===== src/rtl/btn_tap_classifier.sv =====
// rtl/btn_tap_classifier.sv - classifies debounced press pulses into single/double(/triple) tap events
// Optional triple-tap support is enabled by defining TRIPLE_TAP_EN.
module btn_tap_classifier #(
    parameter int TICK_DIV     = 100000,
    parameter int WINDOW_TICKS = 250,
    parameter int EVT_CNT_W    = 8
) (
    input  logic                 clk,
    input  logic                 rst,
    input  logic                 btn_pulse,
    output logic                 single_tap,
    output logic                 double_tap,
    output logic                 triple_tap,
    output logic                 busy,
    output logic [EVT_CNT_W-1:0] evt_count
);

    localparam int PSC_W = $clog2(TICK_DIV);
    localparam int WIN_W = $clog2(WINDOW_TICKS + 1);

    typedef enum logic [1:0] {IDLE, ONE, TWO} state_t;

    state_t             state;
    logic               btn_q;
    logic [PSC_W-1:0]   psc;
    logic [WIN_W-1:0]   win;
    logic               press;
    logic               psc_wrap;
    logic               timeout;
    logic               emit_single;
    logic               emit_double;
    logic               emit_triple;
    logic               emit_any;

    assign press    = btn_pulse & ~btn_q;
    assign psc_wrap = (psc == PSC_W'(TICK_DIV - 1));
    // The wrap that would carry the window counter to WINDOW_TICKS is the expiry edge.
    assign timeout  = psc_wrap && (win == WIN_W'(WINDOW_TICKS - 1));
    assign emit_any = emit_single | emit_double | emit_triple;

    always_comb begin
        emit_single = 1'b0;
        emit_double = 1'b0;
        emit_triple = 1'b0;
        case (state)
            ONE: begin
`ifndef TRIPLE_TAP_EN
                emit_double = press;
`endif
                emit_single = !press && timeout;
            end
`ifdef TRIPLE_TAP_EN
            TWO: begin
                emit_triple = press;
                emit_double = !press && timeout;
            end
`endif
            default: ;
        endcase
    end

    always_ff @(posedge clk or negedge rst) begin
        if (!rst) begin
            state      <= IDLE;
            btn_q      <= 1'b0;
            psc        <= '0;
            win        <= '0;
            single_tap <= 1'b0;
            double_tap <= 1'b0;
            triple_tap <= 1'b0;
            busy       <= 1'b0;
            evt_count  <= '0;
        end else begin
            btn_q      <= btn_pulse;
            single_tap <= emit_single;
            double_tap <= emit_double;
            triple_tap <= emit_triple;
            // busy also covers the cycle the event pulse is visible
            busy       <= (state != IDLE) | press;

            if (state == IDLE || press) begin
                psc <= '0;
                win <= '0;
            end else if (psc_wrap) begin
                psc <= '0;
                win <= win + WIN_W'(1);
            end else begin
                psc <= psc + PSC_W'(1);
            end

            if (emit_any && evt_count != {EVT_CNT_W{1'b1}})
                evt_count <= evt_count + EVT_CNT_W'(1);

            case (state)
                IDLE: if (press) state <= ONE;
                ONE: begin
                    if (press) begin
`ifdef TRIPLE_TAP_EN
                        state <= TWO;
`else
                        state <= IDLE;
`endif
                    end else if (timeout) begin
                        state <= IDLE;
                    end
                end
`ifdef TRIPLE_TAP_EN
                TWO: if (press || timeout) state <= IDLE;
`endif
                default: state <= IDLE;
            endcase
        end
    end

endmodule


===== config.mk =====
export PLATFORM = sky130hd
export DESIGN_NAME = btn_tap_classifier
export DESIGN_NICKNAME = d
export VERILOG_FILES = /design/src/rtl/btn_tap_classifier.sv
export SDC_FILE = /design/constraint.sdc
export NUM_CORES = 1
export LEC_CHECK = 0
export CORE_MARGIN = 4
export CORE_UTILIZATION = 40
export DETAILED_ROUTE_END_ITERATION = 7
export HOLD_SLACK_MARGIN = 0.08
export PLACE_DENSITY = 0.63
export SETUP_SLACK_MARGIN = 0.1
export SYNTH_ARGS = -nofsm -noshare
export SYNTH_HDL_FRONTEND = slang
export SYNTH_SLANG_ARGS = --single-unit

===== constraint.sdc =====
create_clock -name clk -period 3.04 [get_ports clk]
set_input_delay 0.456 -clock clk [delete_from_list [all_inputs] [get_ports clk]]
set_output_delay 0.456 -clock clk [all_outputs]
set_load 0.02 [all_outputs]

==> results.json, run 1 <==
{
  "end_kind": "register",
  "switching_share": 0.319,
  "required_ns": 3.25,
  "regToRegEndpoint": "win[6]",
  "cts_buffers": 5,
  "critPathKind": "reg2reg",
  "start_kind": "register",
  "wl_mm": 3.89,
  "power_density_mw_per_mm2": 561,
  "post-route-period-util": 0.796,
  "cts.path.max_buffers": 2,
  "period_minus_slack_ns": 2.42,
  "core_area_mm2": 0.00475,
  "cp_top_family": "simple AND/OR/NAND/NOR gates",
  "clock_power_share": 0.260,
  "rrSetupSlack_ns": 0.62,
  "synth_edf_count": 0,
  "gp_congestion": 0.803,
  "place_area_mm2": 0.00215,
  "fin_nets": 225,
  "reg2reg_depth": 4,
  "ys.flop_type": "dfrtp_1",
  "drt_iter0_markers": 68,
  "clk_pin_slew_worst_paths_ns": 0.07,
  "clkSinkCount": 38,
  "die_x_um": 78.1,
  "die_h_um": 78.1,
  "nFillCells": 467,
  "post_cts_resized": 0,
  "track_usage": 0.137,
  "clock_tree.root_cell": "clkbuf_8",
  "p_leak_nw": 0.830,
  "placed_cells": 278,
  "floorplan.die_area_mm2": 0.00610,
  "hp-class": "in2async",
  "irDropWorstVdd_mv": 0.328,
  "cp.arrival_ns": 2.63,
  "seq_area_um2": 951,
  "detail_route.vias_per_cell": 5.44,
  "critPathLaunch": "psc[11]",
  "intPower_uw": 849,
  "avgSynthCellArea_um2": 9.69,
  "grt_max_degree": 39,
  "drive_gt1_frac": 0.0734,
  "seq_area_frac_synth": 0.483,
  "postCtsSetupBuffers": 0,
  "finalNonFillerCells": 285,
  "cts.hold.buffers_added": 0,
  "htree_levels": 2,
  "maxCapViolCount": 0,
  "timing.critical_path.cells": "or4b_4, or4_4, or4_1, a21oi_1",
  "cp-endpoint": "win[6]",
  "synth_area_leaders": "dfrtp_1, xnor2_1, nor2_1",
  "relSlewSlack": 0.449,
  "postLayoutCellArea_mm2": 0.00222,
  "cts_tree": "yes",
  "synth_area_mm2": 0.00197,
  "cp.depth": 4,
  "setup_ws_ns": 0.620,
  "yosys.cell_count.top_type": "dfrtp_1",
  "synth_cell_type_count": 42,
  "io_pins": 15,
  "syn_to_final_growth_pct": 13.1,
  "p_switching_uw": 398,
  "yosys_warnings": 0,
  "tns_ns": 0,
  "worst_pin_slew_ns": 0.827,
  "antenna_cells": 0,
  "max_stage_delay_ns": 0.69,
  "start_util": 0.414,
  "dp_slack_ns": 0.633,
  "cp_num_buf_inv": 0,
  "drtPass1Iterations": 4,
  "yosysTopAreaCellShare": 0.483,
  "status": "finished clean",
  "multi_input_area_um2": 955,
  "cp_slowest_cell": "or4_4",
  "timing.fmax_mhz": 413,
  "synth_top_area_cell": "dfrtp_1",
  "critPathMaxFanout": 22,
  "vias": 1550,
  "synth_commonest_cells": "dfrtp_1, nor2_1, xnor2_1",
  "sequentialPowerShare": 0.499,
  "drc": 0,
  "clock_latency_ns": 0.28,
  "setup_viol": 0,
  "postRouteAntennaNets": 0,
  "drv_slew": 0,
  "hold_viol_final": 0,
  "port_buffers": 13,
  "grt_pass1_vias": 1406,
  "combPwrFrac": 0.241,
  "grt_pass1_wl_mm": 6.73,
  "antenna_found_initial": 0,
  "rsz0062_at_grt": "false",
  "synthesis.nets": 210,
  "rr_startpoint": "psc[11]",
  "ys_async_sr_fraction": 1.00,
  "hpwl_mm": 2.73,
  "fin_worst_skew_ns": 0.00325,
  "rows": 25,
  "final_util": 0.468,
  "ys_seq_elements": 38,
  "syn_inst": 203,
  "wire_per_inst_um": 13.6,
  "grt_overflow_total": 0
}
==> power by group through the flow <==
| stage | Sequential (mW) | Combinational [mW] | Clock, mW |
|---|---|---|---|
| floorplan | 0.664 | 0.136 | 0 |
| global placement | 0.630 | 0.300 | 0 |
| detailed placement | 0.630 | 0.302 | 0 |
| CTS | 0.620 | 0.304 | 0.332 |
| global route | 0.634 | 0.330 | 0.349 |
| finish | 0.622 | 0.301 | 0.324 |
==> kinds of logic after synthesis <==
| kind of cell | after synthesis | synth area share |
|---|---|---|
| simple gates | 98 | 0.267 |
| compound gates | 30 | 0.103 |
| xor+xnor | 16 | 0.0712 |
| flops | 38 | 0.483 |
| buf+inv | 13 | 0.0312 |
| other cells | 1 | 0.00191 |
| fa+ha+maj | 4 | 0.0254 |
| mux | 3 | 0.0165 |
==> per-layer routing <==
metal  part of all wire  wire length [um]  track usage
met4              0.014                55       0.0472
met5                  0                 0            0
met2               0.43              1690        0.200
met3              0.035               137       0.0275
met1               0.52              2000        0.201
==> placed cells by master (no fill, tap or decap), types with 5 or more instances in the layout <==
master | Yosys | routed
a21oi_1 | 9 | 9
clkbuf_8 | 0 | 5
clkdlybuf4s50_1 | 0 | 12
dfrtp_1 | 38 | 38
inv_1 | 7 | 7
nand2_1 | 13 | 13
nand2b_1 | 7 | 7
nand3_1 | 13 | 13
nand4_1 | 9 | 9
nor2_1 | 21 | 21
nor3_1 | 9 | 9
nor4_1 | 6 | 6
o211ai_1 | 5 | 5
o21ai_0 | 5 | 5
xnor2_1 | 14 | 14
==> sequential cells by signal, summed over array words and instances, names as in the netlist <==
name,cells
single_tap,1
btn_q,1
double_tap,1
evt_count,8
state,1
psc,17
win,8
busy,1
==> how the worst min path moves through the flow <==
stage            from          to  slack, ns  cells after the start
5_1_grt           rst      win[4]       0.33                      1
4_1_cts           rst  single_tap       0.30                      1
3_3_place_gp   psc[0]      psc[0]       0.47                      1
3_5_place_dp   psc[0]      psc[0]       0.48                      1
2_1_floorplan     rst       btn_q       0.16                      0
6_report          rst      win[4]       0.25                      1
==> through the flow <==
stage | hold WS (ns) | power (mW)
after floorplan | 0.160 | 0.801
after global placement | 0.472 | 0.929
after detailed placement | 0.482 | 0.932
after CTS | 0.297 | 1.26
after global routing | 0.330 | 1.31
final | 0.253 | 1.25
==> worst reg2reg max path: cells and delay by family (launching register included) <==
| kind | cells | cell delay (ns) |
|---|---|---|
| flip-flops | 1 | 0.43 |
| AND/OR/NAND/NOR | 3 | 1.78 |
| AO/OA/AOI/OAI | 1 | 0.15 |
==> final cells by class <==
class	instances	share of cell area
inverters	7	0.0118
clock buffers	7	0.0343
well taps	67	0.0377
repair buffers	14	0.0596
multi-input cells	152	0.429
flip-flops and latches	38	0.427
(Power assumes the default switching activity.)
==> run 2: changes to the inputs <==
==> constraint.sdc (replaced) <==
create_clock -name clk -period 2.3 [get_ports clk]
set_input_delay 0.345 -clock clk [delete_from_list [all_inputs] [get_ports clk]]
set_output_delay 0.345 -clock clk [all_outputs]
set_load 0.02 [all_outputs]
==> run 2 against run 1 <==
Net effect:
- first-iteration DRC count down 26%
- hold slack got worse by 0.089 ns
- utilization rose by 4.6 points
- via count grew 2.8%
- non-clock buffer count grew 19
- sequential share of layout area decreased by 3.8 points
- die area unchanged
- count of clock-buffer cells in the layout unchanged
- critical path type unchanged
- critical endpoint unchanged
==> results.json, run 2 (synthesis results as in run 1) <==
{
  "rrSetupSlack_ns": 0.06,
  "rsz0062_at_grt": "true",
  "power_density_mw_per_mm2": 701,
  "hold_viol_final": 0,
  "rows": 25,
  "grt_pass1_vias": 1556,
  "antenna_cells": 0,
  "clkSinkCount": 38,
  "start_util": 0.414,
  "drtPass1Iterations": 4,
  "cts_tree": "yes",
  "grt_pass1_wl_mm": 7.35,
  "drive_gt1_frac": 0.184,
  "postLayoutCellArea_mm2": 0.00244,
  "wl_mm": 4.22,
  "end_kind": "register",
  "wire_per_inst_um": 13.8,
  "critPathKind": "reg2reg",
  "required_ns": 2.52,
  "period_minus_slack_ns": 2.24,
  "drc": 0,
  "cts.hold.buffers_added": 0,
  "antenna_found_initial": 0,
  "vias": 1594,
  "hp-class": "in2async",
  "tns_ns": 0,
  "grt_max_degree": 39,
  "track_usage": 0.151,
  "core_area_mm2": 0.00475,
  "cts.path.max_buffers": 2,
  "fin_nets": 245,
  "post-route-period-util": 0.975,
  "setup_ws_ns": 0.0571,
  "clock_tree.root_cell": "clkbuf_8",
  "reg_top3": "psc x17, evt_count x8, win x8",
  "timing.fmax_mhz": 446,
  "detail_route.vias_per_cell": 5.21,
  "drt_iter0_markers": 50,
  "cts_buffers": 5,
  "maxCapViolCount": 0,
  "setup_viol": 0,
  "clock_latency_ns": 0.29,
  "critPathMaxFanout": 6,
  "final_common_cell": "dfrtp_1",
  "layout_common_cells": "dfrtp_1, nor2_1, buf_4, xnor2_1",
  "floorplan.die_area_mm2": 0.00610,
  "p_leak_nw": 0.950,
  "holdWs_ns": 0.165,
  "largest_register_ffs": 17,
  "fin_worst_skew_ns": 0.00457,
  "clk_pin_slew_worst_paths_ns": 0.07,
  "regMostFlops": "psc",
  "place_area_mm2": 0.00226,
  "gp_congestion": 0.845,
  "die_x_um": 78.1,
  "status": "finished clean",
  "dp_slack_ns": -0.00891,
  "hpwl_mm": 2.91,
  "cp.arrival_ns": 2.46,
  "port_buffers": 13,
  "die_h_um": 78.1,
  "irDropWorstVdd_mv": 0.559,
  "p_total_mw": 1.71,
  "io_pins": 15,
  "worst_pin_slew_ns": 0.866,
  "htree_levels": 2,
  "postRouteAntennaNets": 0,
  "start_kind": "register",
  "grt_overflow_total": 0,
  "drv_slew": 0,
  "relSlewSlack": 0.423,
  "syn_to_final_growth_pct": 24.2
}
run 2: final timing paths:
path | to | startpoint | cells past startpoint
min reg2reg | psc[0] | psc[0] | 1
max in group asynchronous | evt_count[4] | rst | 1
max reg2reg | win[6] | psc[12] | 4
min in group clk | psc[0] | psc[0] | 1
max | win[6] | psc[12] | 4
min | win[0] | rst | 1
run 2: worst max-delay path, cell delays in order (launching register included):
cell	delay [ns]
dfrtp_1	0.38
or4b_4	0.56
or4_4	0.61
or4_4	0.50
a21oi_2	0.12
run 2: cell type report:
| type | count | area (um^2) |
|---|---|---|
| Fill cell | 465 | 2310 |
| Inverter | 7 | 26.3 |
| Tap cell | 67 | 83.8 |
| Timing Repair Buffer | 33 | 292 |
| Multi-Input combinational cell | 153 | 998 |
| Clock buffer | 7 | 86.3 |
| Sequential cell | 38 | 951 |
| Clock inverter | 1 | 5.00 |
run 2: power breakdown:
| group | switching, mW | internal, mW |
|---|---|---|
| sequential | 0.0908 | 0.730 |
| combinational | 0.221 | 0.197 |
| clock | 0.231 | 0.242 |
run 2: repair_timing:
action,CTS,global route
gates resized for setup,1,8
pin swaps,3,5
endpoints found under the setup margin,14,27
gates cloned,1,0
buffers inserted,2,4
run 2: stage by stage:
step | cells | utilization
final | 306 | 0.514
after global routing | 306 | 0.514
after CTS | 302 | 0.499
after detailed placement | 291 | 0.475
after global placement | 291 | 0.475
after floorplan | 203 | -
run 2: metal layers:
| metal | up-vias | share of wire | GRT usage |
|---|---|---|---|
| li1 | 809 | - | - |
| met1 | 760 | 0.50 | 0.207 |
| met2 | 20 | 0.47 | 0.236 |
| met3 | 5 | 0.020 | 0.0344 |
| met4 | 0 | 0.0092 | 0.0472 |
| met5 | - | 0 | 0 |
==> run 3: changes to the inputs <==
--- a/config.mk
+++ b/config.mk
@@ -5,11 +5,10 @@
 export SDC_FILE = /design/constraint.sdc
 export NUM_CORES = 1
 export LEC_CHECK = 0
-export CORE_MARGIN = 4
-export CORE_UTILIZATION = 40
+export CORE_UTILIZATION = 57
 export DETAILED_ROUTE_END_ITERATION = 7
 export HOLD_SLACK_MARGIN = 0.08
-export PLACE_DENSITY = 0.63
+export PLACE_DENSITY = 0.83
 export SETUP_SLACK_MARGIN = 0.1
 export SYNTH_ARGS = -nofsm -noshare
 export SYNTH_HDL_FRONTEND = slang
==> constraint.sdc (replaced) <==
create_clock -name clk -period 2.45 [get_ports clk]
set_input_delay 0.3675 -clock clk [delete_from_list [all_inputs] [get_ports clk]]
set_output_delay 0.3675 -clock clk [all_outputs]
set_load 0.02 [all_outputs]
==> run 3 against run 2 <==
Net effect:
- clock power decreased by 24%
- critical path depth increased by 1
- count of clock-buffer cells in the layout decreased by 1
- combinational power decreased by 6.9%
- via count increased by 5.0%
- setup slack improved by 0.069 ns
- critical path type unchanged
- global-route usage increased by 12 points
- sequential share of layout area increased by 1.7 points
==> results.json, run 3 (synthesis results as in run 1) <==
{
  "status": "finished clean",
  "drc": 0,
  "reg2reg_depth": 5,
  "largest_register_ffs": 17,
  "wl_mm": 4.27,
  "wl_met2_mm": 2.06,
  "antenna_cells": 0,
  "cp_top_family": "simple AND/OR/NAND/NOR gates",
  "fin_worst_skew_ns": 0.0122,
  "core_area_mm2": 0.00315,
  "cts.hold.buffers_added": 0,
  "nFillCells": 228,
  "cp_num_buf_inv": 1,
  "critPathKind": "reg2reg",
  "drv_slew": 0,
  "syn_to_final_growth_pct": 19.0,
  "drtPass1Iterations": 4,
  "dp_slack_ns": 0.0486,
  "end_kind": "register",
  "period_minus_slack_ns": 2.32,
  "wire_per_inst_um": 15.2,
  "clock_tree.root_cell": "clkbuf_4",
  "cts_buffers": 5,
  "tns_ns": 0,
  "reg_top3": "psc x17, evt_count x8, win x8",
  "cts_tree": "yes",
  "setup_viol": 0,
  "final_common_cell": "dfrtp_1",
  "irDropWorstVdd_mv": 0.440,
  "grt_pass1_wl_mm": 7.10,
  "critPathMaxFanout": 7,
  "setup_ws_ns": 0.126,
  "fin_nets": 243,
  "routedLengthMet1_mm": 1.93,
  "start_kind": "register",
  "postRouteAntennaNets": 0,
  "rows": 20,
  "rrSetupSlack_ns": 0.13,
  "antenna_found_initial": 0,
  "layout_common_cells": "dfrtp_1, nor2_1, buf_4, xnor2_1",
  "route.top_layer_used": "met4",
  "post-route-period-util": 0.948,
  "hpwl_mm": 2.93,
  "regToRegEndpoint": "win[3]",
  "hold_viol_final": 0,
  "rr_startpoint": "psc[13]",
  "max_stage_delay_ns": 0.62,
  "vias": 1673,
  "required_ns": 2.74,
  "io_pins": 15,
  "detail_route.vias_per_cell": 5.95,
  "grt_max_degree": 39,
  "timing.fmax_mhz": 430,
  "clock_latency_ns": 0.36,
  "hp-class": "in2async",
  "p_leak_nw": 0.917,
  "drive_gt1_frac": 0.173,
  "die_h_um": 60.7,
  "rsz0062_at_grt": "false",
  "cp.arrival_ns": 2.61,
  "floorplan.die_area_mm2": 0.00369,
  "relSlewSlack": 0.442,
  "htree_levels": 2,
  "cts.path.max_buffers": 2,
  "grt_pass1_vias": 1662,
  "track_usage": 0.267,
  "timing.critical_path.cells": "or4b_4, or4_4, buf_6, or3_1, a21oi_2",
  "cp_slowest_cell": "or4_4",
  "regMostFlops": "psc",
  "wl_met3_um": 192,
  "power_density_mw_per_mm2": 647,
  "worst_pin_slew_ns": 0.837,
  "start_util": 0.624,
  "clk_pin_slew_worst_paths_ns": 0.12,
  "drt_iter0_markers": 108,
  "port_buffers": 13,
  "clkSinkCount": 38,
  "grt_overflow_total": 0,
  "gp_congestion": 0.880,
  "maxCapViolCount": 0,
  "die_x_um": 60.7
}
run 3: how the worst max path moves through the flow:
stage	start	end	slack, ns	depth (start not counted)
floorplan	psc[11]	evt_count[5]	0.24	6
global placement	psc[13]	win[6]	0.10	4
detailed placement	psc[13]	win[6]	0.05	4
CTS	psc[14]	win[6]	0.11	4
global route	psc[13]	win[3]	0.09	5
finish	psc[13]	win[3]	0.13	5
run 3: layer usage:
layer  up-vias  GRT usage
met5         -          0
met4         0      0.117
met3         9     0.0746
met2        43      0.430
met1       817      0.339
li1        804          -
run 3: power by group:
group,internal (mW),total (mW),switching [mW]
Combinational,0.182,0.389,0.207
Clock,0.138,0.358,0.220
Sequential,0.685,0.768,0.0830
run 3: metrics by stage:
stage / instance area, um^2 / std cells / util / power (mW) / hold slack, ns
2_1_floorplan: 1970 / 203 / - / 0.994 / 0.0719
3_3_place_gp: 2180 / 263 / 0.691 / 1.15 / 0.470
3_5_place_dp: 2180 / 263 / 0.691 / 1.17 / 0.479
4_1_cts: 2290 / 277 / 0.726 / 1.52 / 0.110
5_1_grt: 2340 / 281 / 0.742 / 1.59 / 0.151
6_report: 2340 / 281 / 0.742 / 1.51 / 0.0878
run 3: area by class of cell:
cell class / count / area [um^2] / share of cell area
clock inverter: 2 / 12.5 / 0.00534
sequential: 38 / 951 / 0.406
timing repair buffer: 32 / 275 / 0.118
multi-input combinational: 152 / 970 / 0.414
inverter: 7 / 26.3 / 0.0112
tap: 44 / 55.1 / 0.0235
clock buffer: 6 / 51.3 / 0.0219
run 3: worst register-to-register path: cells and delay by family (launching register included):
family	cells	cell delay, ns
AND/OR/NAND/NOR	3	1.52
flip-flops	1	0.42
AO/OA/AOI/OAI	1	0.15
buffers and inverters	1	0.16
run 3: timing repair:
| action | CTS | global route |
|---|---|---|
| resized for setup | 0 | 8 |
| pin swaps | 1 | 3 |
| buffers inserted | 6 | 4 |
| setup endpoints to repair | 1 | 6 |
